File: config.mk
export PLATFORM = sky130hd
export DESIGN_NAME = serial_subtractor_flat
export DESIGN_NICKNAME = d
export VERILOG_FILES = /design/src/rtl/serial_subtractor_if.sv /design/src/rtl/serial_subtractor.sv /design/src/flat_wrapper.sv
export SDC_FILE = /design/constraint.sdc
export NUM_CORES = 1
export LEC_CHECK = 0
export CELL_PAD_IN_SITES_DETAIL_PLACEMENT = 2
export CELL_PAD_IN_SITES_GLOBAL_PLACEMENT = 2
export CORE_MARGIN = 2
export CORE_UTILIZATION = 31
export CTS_BUF_LIST = sky130_fd_sc_hd__clkbuf_8
export DETAILED_ROUTE_END_ITERATION = 8
export PLACE_DENSITY = 0.82
export SLEW_MARGIN = 10
export SYNTH_ARGS = -nofsm -noshare
export SYNTH_HDL_FRONTEND = slang
export SYNTH_SLANG_ARGS = --single-unit
File: constraint.sdc
create_clock -name clk -period 1.4 [get_ports clk]
set_clock_uncertainty 0.05 [all_clocks]
set_input_delay 0.14 -clock clk [delete_from_list [all_inputs] [get_ports clk]]
set_output_delay 0.14 -clock clk [all_outputs]
set_load 0.03 [all_outputs]
File: src/rtl/serial_subtractor_if.sv
`default_nettype none
// +------------------------------------------------------------------+
// | serial_subtractor_if : request/result bundle of serial_subtractor |
// | Rev 1.0                                                           |
// +------------------------------------------------------------------+
interface serial_subtractor_if #(
    parameter int WIDTH = 8
);
    logic             start;
    logic [WIDTH-1:0] a;
    logic [WIDTH-1:0] b;
    logic             bin;
    logic             busy;
    logic             done;
    logic [WIDTH-1:0] diff;
    logic             bout;

    modport master (
        output start, a, b, bin,
        input  busy, done, diff, bout
    );

    modport slave (
        input  start, a, b, bin,
        output busy, done, diff, bout
    );
endinterface
`default_nettype wire

File: src/rtl/serial_subtractor.sv
`default_nettype none
// +------------------------------------------------------------------+
// | serial_subtractor : bit-serial a - b - bin, LSB first, one bit/clk |
// | Rev 1.0                                                           |
// +------------------------------------------------------------------+
module serial_subtractor #(
    parameter int WIDTH = 8
) (
    input  wire logic               clk,
    input  wire logic               rst_n,
    serial_subtractor_if.slave      bus
);
    localparam int CW = $clog2(WIDTH + 1);

    typedef enum logic [1:0] {
        IDLE  = 2'd0,
        SHIFT = 2'd1,
        DONE  = 2'd2
    } state_t;

    state_t           r_state;
    state_t           w_next;
    logic [WIDTH-1:0] r_a;
    logic [WIDTH-1:0] r_b;
    logic [WIDTH-1:0] r_res;
    logic [WIDTH-1:0] r_diff;
    logic             r_br;
    logic             r_bout;
    logic [CW-1:0]    r_cnt;
    logic             w_d;
    logic             w_br_next;
    logic             w_last;
    logic             w_accept;
    logic             w_busy;
    logic             w_done;

    assign w_d       = r_a[0] ^ r_b[0] ^ r_br;
    assign w_br_next = (~r_a[0] & r_b[0]) | (~r_a[0] & r_br) | (r_b[0] & r_br);
    assign w_last    = (r_state == SHIFT) && (r_cnt == CW'(WIDTH - 1));
    assign w_accept  = bus.start && (r_state != SHIFT);

    always_ff @(posedge clk or negedge rst_n) begin
        if (!rst_n) begin
            r_state <= IDLE;
        end else begin
            r_state <= w_next;
        end
    end

    always_comb begin
        w_next = r_state;
        w_busy = 1'b0;
        w_done = 1'b0;
        case (r_state)
            IDLE: begin
                if (bus.start) w_next = SHIFT;
            end
            SHIFT: begin
                w_busy = 1'b1;
                if (w_last) w_next = DONE;
            end
            DONE: begin
                w_done = 1'b1;
                w_next = bus.start ? SHIFT : IDLE;
            end
            default: w_next = IDLE;
        endcase
    end

    always_ff @(posedge clk or negedge rst_n) begin
        if (!rst_n) begin
            r_a    <= '0;
            r_b    <= '0;
            r_res  <= '0;
            r_diff <= '0;
            r_br   <= 1'b0;
            r_bout <= 1'b0;
            r_cnt  <= '0;
        end else if (w_accept) begin
            r_a   <= bus.a;
            r_b   <= bus.b;
            r_br  <= bus.bin;
            r_res <= '0;
            r_cnt <= '0;
        end else if (r_state == SHIFT) begin
            r_a   <= r_a >> 1;
            r_b   <= r_b >> 1;
            r_br  <= w_br_next;
            r_res <= {w_d, r_res[WIDTH-1:1]};
            r_cnt <= r_cnt + CW'(1);
            // Only the completed word is published; partial results stay internal.
            if (w_last) begin
                r_diff <= {w_d, r_res[WIDTH-1:1]};
                r_bout <= w_br_next;
            end
        end
    end

    assign bus.busy = w_busy;
    assign bus.done = w_done;
    assign bus.diff = r_diff;
    assign bus.bout = r_bout;
endmodule
`default_nettype wire

File: src/flat_wrapper.sv
// flat-port wrapper written by rule: the top's interface ports become plain ports
module serial_subtractor_flat 
#(
    parameter int WIDTH = 8
)
  (clk, rst_n, bus_start, bus_a, bus_b, bus_bin, bus_busy, bus_done, bus_diff, bus_bout);
  serial_subtractor_if #(.WIDTH(WIDTH)) bus_i ();
  input  wire logic clk;
  input  wire logic rst_n;
  input wire logic [$bits(bus_i.start)-1:0] bus_start;
  input wire logic [$bits(bus_i.a)-1:0] bus_a;
  input wire logic [$bits(bus_i.b)-1:0] bus_b;
  input wire logic [$bits(bus_i.bin)-1:0] bus_bin;
  output wire logic [$bits(bus_i.busy)-1:0] bus_busy;
  output wire logic [$bits(bus_i.done)-1:0] bus_done;
  output wire logic [$bits(bus_i.diff)-1:0] bus_diff;
  output wire logic [$bits(bus_i.bout)-1:0] bus_bout;
  assign bus_i.start = bus_start;
  assign bus_i.a = bus_a;
  assign bus_i.b = bus_b;
  assign bus_i.bin = bus_bin;
  assign bus_busy = bus_i.busy;
  assign bus_done = bus_i.done;
  assign bus_diff = bus_i.diff;
  assign bus_bout = bus_i.bout;
  serial_subtractor #(.WIDTH(WIDTH)) u_core (.clk(clk), .rst_n(rst_n), .bus(bus_i));
endmodule
==> results_dict.tcl, run 1 <==
set metrics [dict create \
    grt_pass1_wl_mm 8.10 \
    cp_slowest_stage_delay_ns 0.41 \
    synth_top_area_cell "dfrtp_1" \
    rsz0062_at_grt "true" \
    violations "setup timing" \
    r2r_cells 5 \
    placed_cells 258 \
    synth_area_mm2 0.00167 \
    period_share_pct 103 \
    viasPerCell 4.74 \
    yosys-top-cells-area "dfrtp_1 58%, mux2i_1 11%, o21ai_0 8.4%" \
    ys_warn_count 0 \
    fmax_ghz 0.696 \
    clk_latency_ns 0.30 \
    start_util_pct 32.3 \
    track_usage_pct 17.7 \
    dp_hpwl_mm 3.25 \
    drt_wl_total_mm 4.90 \
    slew_violations 0 \
    r2r_end "u_core.bus.diff[6]" \
    drtIter0Drc 28 \
    setup_viol 6 \
    fin_cells 273 \
    cts_tree "done" \
    pwr_density_cell_mw_per_mm2 2190 \
    h-tree-depth 2 \
    synthCells 150 \
    path_max_fanout 6 \
    synth-seq-area-share_pct 58.3 \
    grt_start_max_net_pins 40 \
    hold_viol 0 \
    clock-sinks 39 \
    critPathSlowestCell "dfrtp_1" \
    status "finished with violations" \
    core-area_mm2 0.00517 \
    numCtsBuffers 5 \
    drcViolationCount 0 \
    pin_count 31 \
    clock_path_buffers 2 \
    grt_pass1_vias 1514 \
    nNetsFinal 224 \
    yosysUniqueCellTypes 19 \
    end_kind "register" \
    layout_setup_ws_ns -0.0363 \
    leakagePower_nw 1.12 \
    first_pass_iters 4 \
    path_clk_slew_ns 0.08 \
    gp_congestion 0.706 \
    startpoint "u_core.r_cnt[1]" \
    dr_total_vias 1295 \
    vdd_drop_max_mv 0.769 \
    path_cells "ha_4 -> nand2_4 -> nor3_4 -> buf_6 -> mux2_4" \
    crit_buf_inv 1 \
    synthesis.nets 172 \
    synth.avg_cell_area_um2 11.2 \
    io_buffers 30 \
    required_ns 1.53 \
    drtAntennaViolNets 0 \
    total_power_mw 5.31 \
    worst_slew_pin_slew_ns 0.502 \
    worstSetupPathType "reg -> reg" \
    num_rows 26 \
    avgRoutedWirePerCell_um 18.0 \
    drv_cap 0 \
    start_kind "register" \
    timing.rr.start "u_core.r_cnt[1]" \
    hold_path.class "in -> async" \
    cp.arrival_ns 1.56 \
    die-area_mm2 0.00600 \
    fin_crit_ns 1.44 \
    dieWidth_um 77.5 \
    regToRegSetupSlack_ns -0.04 \
    critPathTopFamily "flip-flops" \
    slew_headroom_pct 66.5 \
    synth_top_area_share_pct 58.3 \
    die_h_um 77.5 \
    drive_gt1_share_pct 23.6 \
    diodes 0 \
    root_buffer "clkbuf_8" \
    grt-ovfl-total 0 \
    area_delta_synth_final_pct 45.0 \
    ys_ff_latch 39 \
    antenna_found_initial 0 \
]
==> cell type report <==
class | instances | area [µm²]
fillers | 520 | 2750
flip-flops and latches | 39 | 976
multi-input cells | 98 | 701
repair buffers | 54 | 504
well taps | 70 | 87.6
clock buffers | 5 | 68.8
clock inverters | 3 | 67.6
inverters | 4 | 20.0
==> per-layer routing <==
metal  share of wire, %  up-vias  GRT usage (%)
met4                1.1        0           3.75
met5                  0        -              0
li1                   -      610              -
met3                3.9        5           4.19
met1                 37      650           18.6
met2                 57       30           35.3
==> per-stage QoR <==
stage / util, % / instance area (µm²) / setup WS, ns / hold slack, ns / TNS (ns)
2_1_floorplan: - / 1670 / -0.113 / -0.206 / -0.900
3_3_place_gp: 41.5 / 2140 / -0.0436 / 0.168 / -0.261
3_5_place_dp: 41.5 / 2140 / -0.135 / 0.191 / -1.46
4_1_cts: 45.7 / 2370 / -0.0908 / 0.396 / -0.522
5_1_grt: 46.9 / 2420 / -0.132 / 0.422 / -0.899
6_report: 46.9 / 2420 / -0.0363 / 0.387 / -0.101
==> power by group <==
part	switching [mW]	internal, mW	leakage [nW]
Combinational	1.19	1.00	0.566
Sequential	0.371	1.61	0.489
Clock	0.424	0.711	0.0644
==> timing repair <==
action                                  4_1_cts  5_1_grt
hold endpoints to repair                     39        0
hold buffers                                  1        0
setup buffers                                 3        3
pin swaps                                     0        1
resized for setup                            27        7
endpoints found under the setup margin       33       10
==> worst min-delay path, cell delays in order <==
cell,delay [ns]
dlygate4sd3_1,0.52
buf_2,0.10
buf_4,0.42
==> state kept, by name, summed over array words and instances, names as in the netlist <==
| signal | cells |
|---|---|
| u_core.r_br | 1 |
| u_core.r_a | 8 |
| u_core.bus.diff | 8 |
| u_core.bus.bout | 1 |
| u_core.r_res | 7 |
| u_core.r_b | 8 |
| u_core.r_state | 2 |
| u_core.r_cnt | 4 |
==> cells by family (layout without fill, tap and decap cells) <==
family / after synthesis / in the layout / share of synthesized area (%)
xor gates and xnor gates: 1 / 1 / 0.524
and+or+nand+nor: 40 / 40 / 10.5
DFF: 39 / 39 / 58.3
AOI/OAI and AO/OA: 29 / 29 / 8.83
adders and majority gates: 2 / 2 / 1.94
muxes: 26 / 26 / 16.2
buffers and inverters: 13 / 66 / 3.66
==> synthesized netlist by cell type <==
library cell,count
buf_2,4
buf_6,1
clkbuf_1,4
dfrtp_1,39
fa_1,1
ha_1,1
inv_1,4
mux2_2,8
mux2i_1,18
nand2_1,30
nand2b_1,1
nand3_1,4
nand3b_1,1
nor2_1,2
nor2b_1,1
nor3_4,1
o211ai_1,1
o21ai_0,28
xor2_1,1
==> worst max-delay path by stage <==
stage | end | slack [ns] | depth (start not counted)
floorplan | u_core.bus.bout | -0.11 | 4
global placement | u_core.bus.diff[2] | -0.04 | 5
detailed placement | u_core.bus.diff[6] | -0.13 | 5
CTS | u_core.bus.diff[6] | -0.09 | 5
global route | u_core.bus.diff[6] | -0.13 | 5
finish | u_core.bus.diff[6] | -0.04 | 5
==> layout by cell type, fill, tap and decap left out, drive strengths merged, types with 2 or more instances in the layout <==
master / Yosys / layout
nand3: 4 / 4
mux2i: 18 / 18
buf: 5 / 26
mux2: 8 / 8
nor2: 2 / 2
inv: 4 / 4
o21ai: 28 / 28
clkdlybuf4s50: 0 / 18
dfrtp: 39 / 39
nand2: 30 / 30
dlygate4sd2: 0 / 9
bufinv: 0 / 2
clkbuf: 4 / 5
(Power assumes the default switching activity.)
==> run 2: changes to the inputs <==
Settings changed: GPL_TIMING_DRIVEN set to 0.
==> run 2 against run 1 <==
Against the previous run:
- largest cell class unchanged
- worst hold slack lost 0.11 ns
- first-iteration DRC count grew 25%
- clock power shrank 37%
- flip-flop and latch count is the same
- fmax shrank 0.68%
- the flow still finishes with violations (setup timing)
- combinational power shrank 7%
- register-to-register slack is essentially flat
- via count shrank 0.69%
==> results_dict.tcl, run 2 (synthesis gave the netlist of run 1 again) <==
set metrics [dict create \
    dr_total_vias 1286 \
    numCtsBuffers 5 \
    cp.arrival_ns 1.57 \
    die-area_mm2 0.00600 \
    grt_pass1_wl_mm 7.31 \
    worst_slew_pin_slew_ns 0.501 \
    viasPerCell 4.80 \
    final_cell_mix "39 x dfrtp_1, 29 x nand2_1, 28 x o21ai_0" \
    pin_count 31 \
    antenna_found_initial 0 \
    placed_cells 250 \
    fin_crit_ns 1.45 \
    grt-ovfl-total 0 \
    total_power_mw 4.68 \
    cts_tree "done" \
    pwr_density_cell_mw_per_mm2 2050 \
    drcViolationCount 0 \
    required_ns 1.52 \
    final_common_cell "dfrtp_1" \
    drive_gt1_share_pct 20.2 \
    io_buffers 29 \
    clock-sinks 39 \
    violations "setup timing" \
    hold_viol 0 \
    layout_setup_ws_ns -0.0461 \
    end_kind "register" \
    fmax_ghz 0.691 \
    grt_pass1_vias 1508 \
    dpl_cell_area_mm2 0.00207 \
    diodes 0 \
    core-area_mm2 0.00517 \
    drtIter0Drc 35 \
    worstSetupPathType "reg -> reg" \
    vdd_drop_max_mv 0.592 \
    setup_viol 9 \
    start_util_pct 32.3 \
    status "finished with violations" \
    leakagePower_nw 1.06 \
    num_rows 26 \
    clk_latency_ns 0.28 \
    slew_headroom_pct 66.6 \
    track_usage_pct 15.3 \
    slew_violations 0 \
    path_max_fanout 6 \
    avgRoutedWirePerCell_um 16.1 \
    path_clk_slew_ns 0.07 \
    dp_hpwl_mm 2.95 \
    grt_start_max_net_pins 21 \
    cp_slowest_stage_delay_ns 0.38 \
    period_share_pct 103 \
    h-tree-depth 2 \
    crit_buf_inv 1 \
    critPathTopFamily "flip-flops" \
    fin_cells 268 \
    drtAntennaViolNets 0 \
    first_pass_iters 4 \
    postLayoutCellArea_mm2 0.00228 \
    drv_cap 0 \
    gp_congestion 0.769 \
    root_buffer "clkbuf_8" \
    critPathSlowestCell "dfrtp_1" \
    drt_wl_total_mm 4.32 \
    post-route-util_pct 44.1 \
    die_h_um 77.5 \
    nNetsFinal 219 \
    dieWidth_um 77.5 \
    finalSetupTns_ns -0.267 \
    hold_path.class "in -> reg" \
    area_delta_synth_final_pct 36.3 \
    start_kind "register" \
    rsz0062_at_grt "true" \
    clock_path_buffers 2 \
    path_cells "ha_2 -> nand2_2 -> nor3_4 -> buf_6 -> mux2_4" \
]
[run 2: cell types whose count changed in the layout (fill, tap and decap cells not counted), moves of 2 or more]
cell       change
buf_4          -5
inv_1          +2
buf_6          -6
buf_2          +3
clkbuf_2       +2
bufinv_16      -2
[run 2: per-layer routing]
metal / vias up / routed length (µm) / track usage [%]
met2: 27 / 2280 / 27.7
li1: 597 / - / -
met4: 0 / 37 / 3.75
met1: 656 / 1850 / 18.3
met3: 6 / 162 / 3.60
met5: - / 0 / 0
[run 2: metrics by stage]
step,hold WS [ns],setup WS (ns)
after floorplan,-0.206,-0.113
after global placement,0.413,-0.758
after detailed placement,0.0856,-0.521
after CTS,0.280,-0.0383
after global routing,0.303,-0.101
final,0.280,-0.0461
[run 2: layout make-up]
cell class              count  area [µm²]
plain buffers               8        52.6
fillers                   547        2890
well taps                  70        87.6
flip-flops and latches     39         976
clock inverters             3        12.5
clock buffers               5        68.8
multi-input cells          98         678
inverters                   4        17.5
repair buffers             41         387
[run 2: path summary, 6_finish.rpt]
check	startpoint	endpoint	slack, ns	depth (start not counted)
worst max-delay path	u_core.r_cnt[0]	u_core.bus.diff[4]	-0.05	5
worst min-delay path	bus_start	u_core.r_a[5]	0.28	3
worst max register to register	u_core.r_cnt[0]	u_core.bus.diff[4]	-0.05	5
worst min register to register	u_core.r_b[3]	u_core.r_b[2]	0.44	2
max in group asynchronous	rst_n	u_core.r_cnt[3]	0.51	3
min in group asynchronous	rst_n	u_core.r_state[0]	0.33	2
[run 2: timing repair]
action	in CTS	in global routing
hold endpoints to repair	19	0
resized for setup	38	3
buffers inserted	7	3
gates cloned	0	0
hold buffers	1	0
pin swaps	2	0
setup endpoints to repair	44	21
[run 2: power breakdown]
part	switching (mW)	internal, mW
Sequential	0.328	1.61
Clock	0.374	0.335
Combinational	1.13	0.901
Total	1.83	2.85
[run 2: worst min-delay path, cell delays in order]
cell and delay, ns:
buf_2 0.19, mux2i_1 0.16, o21ai_0 0.08
==> run 3: changes to the inputs <==
Settings changed: CTS_CLUSTER_DIAMETER set to 40, TNS_END_PERCENT set to 5.
==> run 3 against run 2 <==
Against the previous run:
- the run still ends with setup timing left
- global-route usage increased by 0.45 points
- sequential power about the same
- non-clock buffer count down 4
- routed wire length fell by 1.5%
- critical path depth unchanged
- die area did not move
- fmax shrank 1.5%
- final area down 0.49%
- critical endpoint is now u_core.bus.bout
- cell count down 1.5%
- flip-flop and latch count did not move
- via count down 1.5%
==> results_dict.tcl, run 3 (synthesis gave the netlist of run 1 again) <==
set metrics [dict create \
    status "finished with violations" \
    violations "setup timing" \
    post-route-util_pct 43.9 \
    drtIter0Drc 30 \
    rsz0062_at_grt "true" \
    h-tree-depth 2 \
    hold_path.class "in -> async" \
    path_clk_slew_ns 0.07 \
    required_ns 1.53 \
    track_usage_pct 15.8 \
    power_frac_seq_pct 40.9 \
    first_pass_iters 3 \
    path_max_fanout 8 \
    dr_total_vias 1267 \
    netSwitchingPower_mw 1.84 \
    root_buffer "clkbuf_8" \
    gp_congestion 0.771 \
    use_met3_pct 3.60 \
    drcViolationCount 0 \
    worstSetupPathType "reg -> reg" \
    viasPerCell 4.80 \
    pwr_density_cell_mw_per_mm2 2090 \
    start_util_pct 32.3 \
    core-area_mm2 0.00517 \
    cp.arrival_ns 1.59 \
    layout_setup_ws_ns -0.0681 \
    dp_hpwl_mm 2.98 \
    drv_cap 0 \
    period_share_pct 105 \
    drt_wl_total_mm 4.26 \
    use_met2_pct 29.0 \
    antenna_found_initial 0 \
    area_delta_synth_final_pct 35.6 \
    dieWidth_um 77.5 \
    critPathSlowestCell "dfrtp_1" \
    hold_viol 0 \
    io_buffers 29 \
    vdd_drop_max_mv 0.755 \
    num_rows 26 \
    clk_latency_ns 0.29 \
    diodes 0 \
    drtAntennaViolNets 0 \
    grt_pass1_vias 1504 \
    grt-ovfl-total 0 \
    r2r_cells 5 \
    grt_start_max_net_pins 30 \
    numCtsBuffers 5 \
    final_cell_mix "39 x dfrtp_1, 29 x nand2_1, 28 x o21ai_0" \
    die-area_mm2 0.00600 \
    die_h_um 77.5 \
    grt_use_met1_pct 18.8 \
    clock-sinks 39 \
    postLayoutCellArea_mm2 0.00227 \
    p_comb_share_pct 41.6 \
    swShare_pct 38.7 \
    clockPowerShare_pct 17.5 \
    start_kind "register" \
    hold_slack_ns 0.211 \
    grt.busiest_layer "met2" \
    fin_crit_ns 1.47 \
    drive_gt1_share_pct 19.1 \
    dpl_cell_area_mm2 0.00207 \
    clock_path_buffers 2 \
    final_common_cell "dfrtp_1" \
    end_kind "register" \
    power.internal_mw 2.91 \
    nNetsFinal 215 \
    pin_count 31 \
    avgRoutedWirePerCell_um 16.1 \
    slew_headroom_pct 68.9 \
    worst_slew_pin_slew_ns 0.467 \
    fmax_ghz 0.681 \
    cp_slowest_stage_delay_ns 0.38 \
    setup_viol 9 \
    leakagePower_nw 1.04 \
    path_cells "ha_2 -> nand2_2 -> nor3_4 -> buf_6 -> mux2_4" \
    grt_pass1_wl_mm 7.45 \
    slew_violations 0 \
    cts_tree "done" \
]
## run 3: power by group through the flow
stage,clock network [mW],registers (mW),logic [mW]
CTS,0.854,1.94,1.97
finish,0.829,1.94,1.98
detailed placement,0,1.97,1.84
global route,0.902,2.01,2.20
floorplan,0,2.12,0.882
global placement,0,1.91,1.70
## run 3: final timing paths
| path | startpoint | endpoint | slack, ns |
|---|---|---|---|
| setup reg to reg | u_core.r_cnt[0] | u_core.bus.bout | -0.07 |
| setup / recovery | u_core.r_cnt[0] | u_core.bus.bout | -0.07 |
| max in group asynchronous | rst_n | u_core.r_res[6] | 0.65 |
| hold / removal | rst_n | u_core.r_res[4] | 0.21 |
| hold reg to reg | u_core.r_b[7] | u_core.r_b[6] | 0.45 |
| min in group clk | bus_start | u_core.r_a[5] | 0.28 |
## run 3: stage by stage
stage / total power [mW] / cells / TNS (ns) / worst slack, ns
after detailed placement: 3.81 / 250 / -6.45 / -0.696
after floorplan: 3.00 / 150 / -1.60 / -0.113
after CTS: 4.77 / 263 / -0.337 / -0.0498
final: 4.75 / 264 / -0.493 / -0.0681
after global placement: 3.61 / 249 / -33.38 / -0.755
after global routing: 5.11 / 264 / -1.19 / -0.124
## run 3: repair_timing
action,CTS,global route
setup endpoints to repair,45,21
pin swaps,2,0
setup buffers,5,1
hold buffers,1,0
gates resized for setup,38,2
endpoints found under the hold margin,39,0
## run 3: worst max-delay path, delay by kind of cell, from the launching register on
| kind | cells | cell delay [ns] |
|---|---|---|
| simple gates | 2 | 0.23 |
| flops | 1 | 0.38 |
| buf+inv | 1 | 0.18 |
| mux | 1 | 0.30 |
| fa+ha+maj | 1 | 0.21 |
## run 3: area by class of cell
class | count | area (µm²)
inverters | 4 | 15.0
clock buffers | 7 | 96.3
fillers | 534 | 2900
clock inverters | 1 | 3.75
repair buffers | 37 | 359
multi-input cells | 98 | 671
flip-flops and latches | 39 | 976
well taps | 70 | 87.6
plain buffers | 8 | 60.1
## run 3: layer usage
layer | up-vias | share of wire, % | wire [µm]
met5 | - | 0 | 0
li1 | 594 | - | -
met4 | 0 | 0.84 | 36
met3 | 3 | 3.3 | 142
met2 | 28 | 52 | 2210
met1 | 642 | 44 | 1870
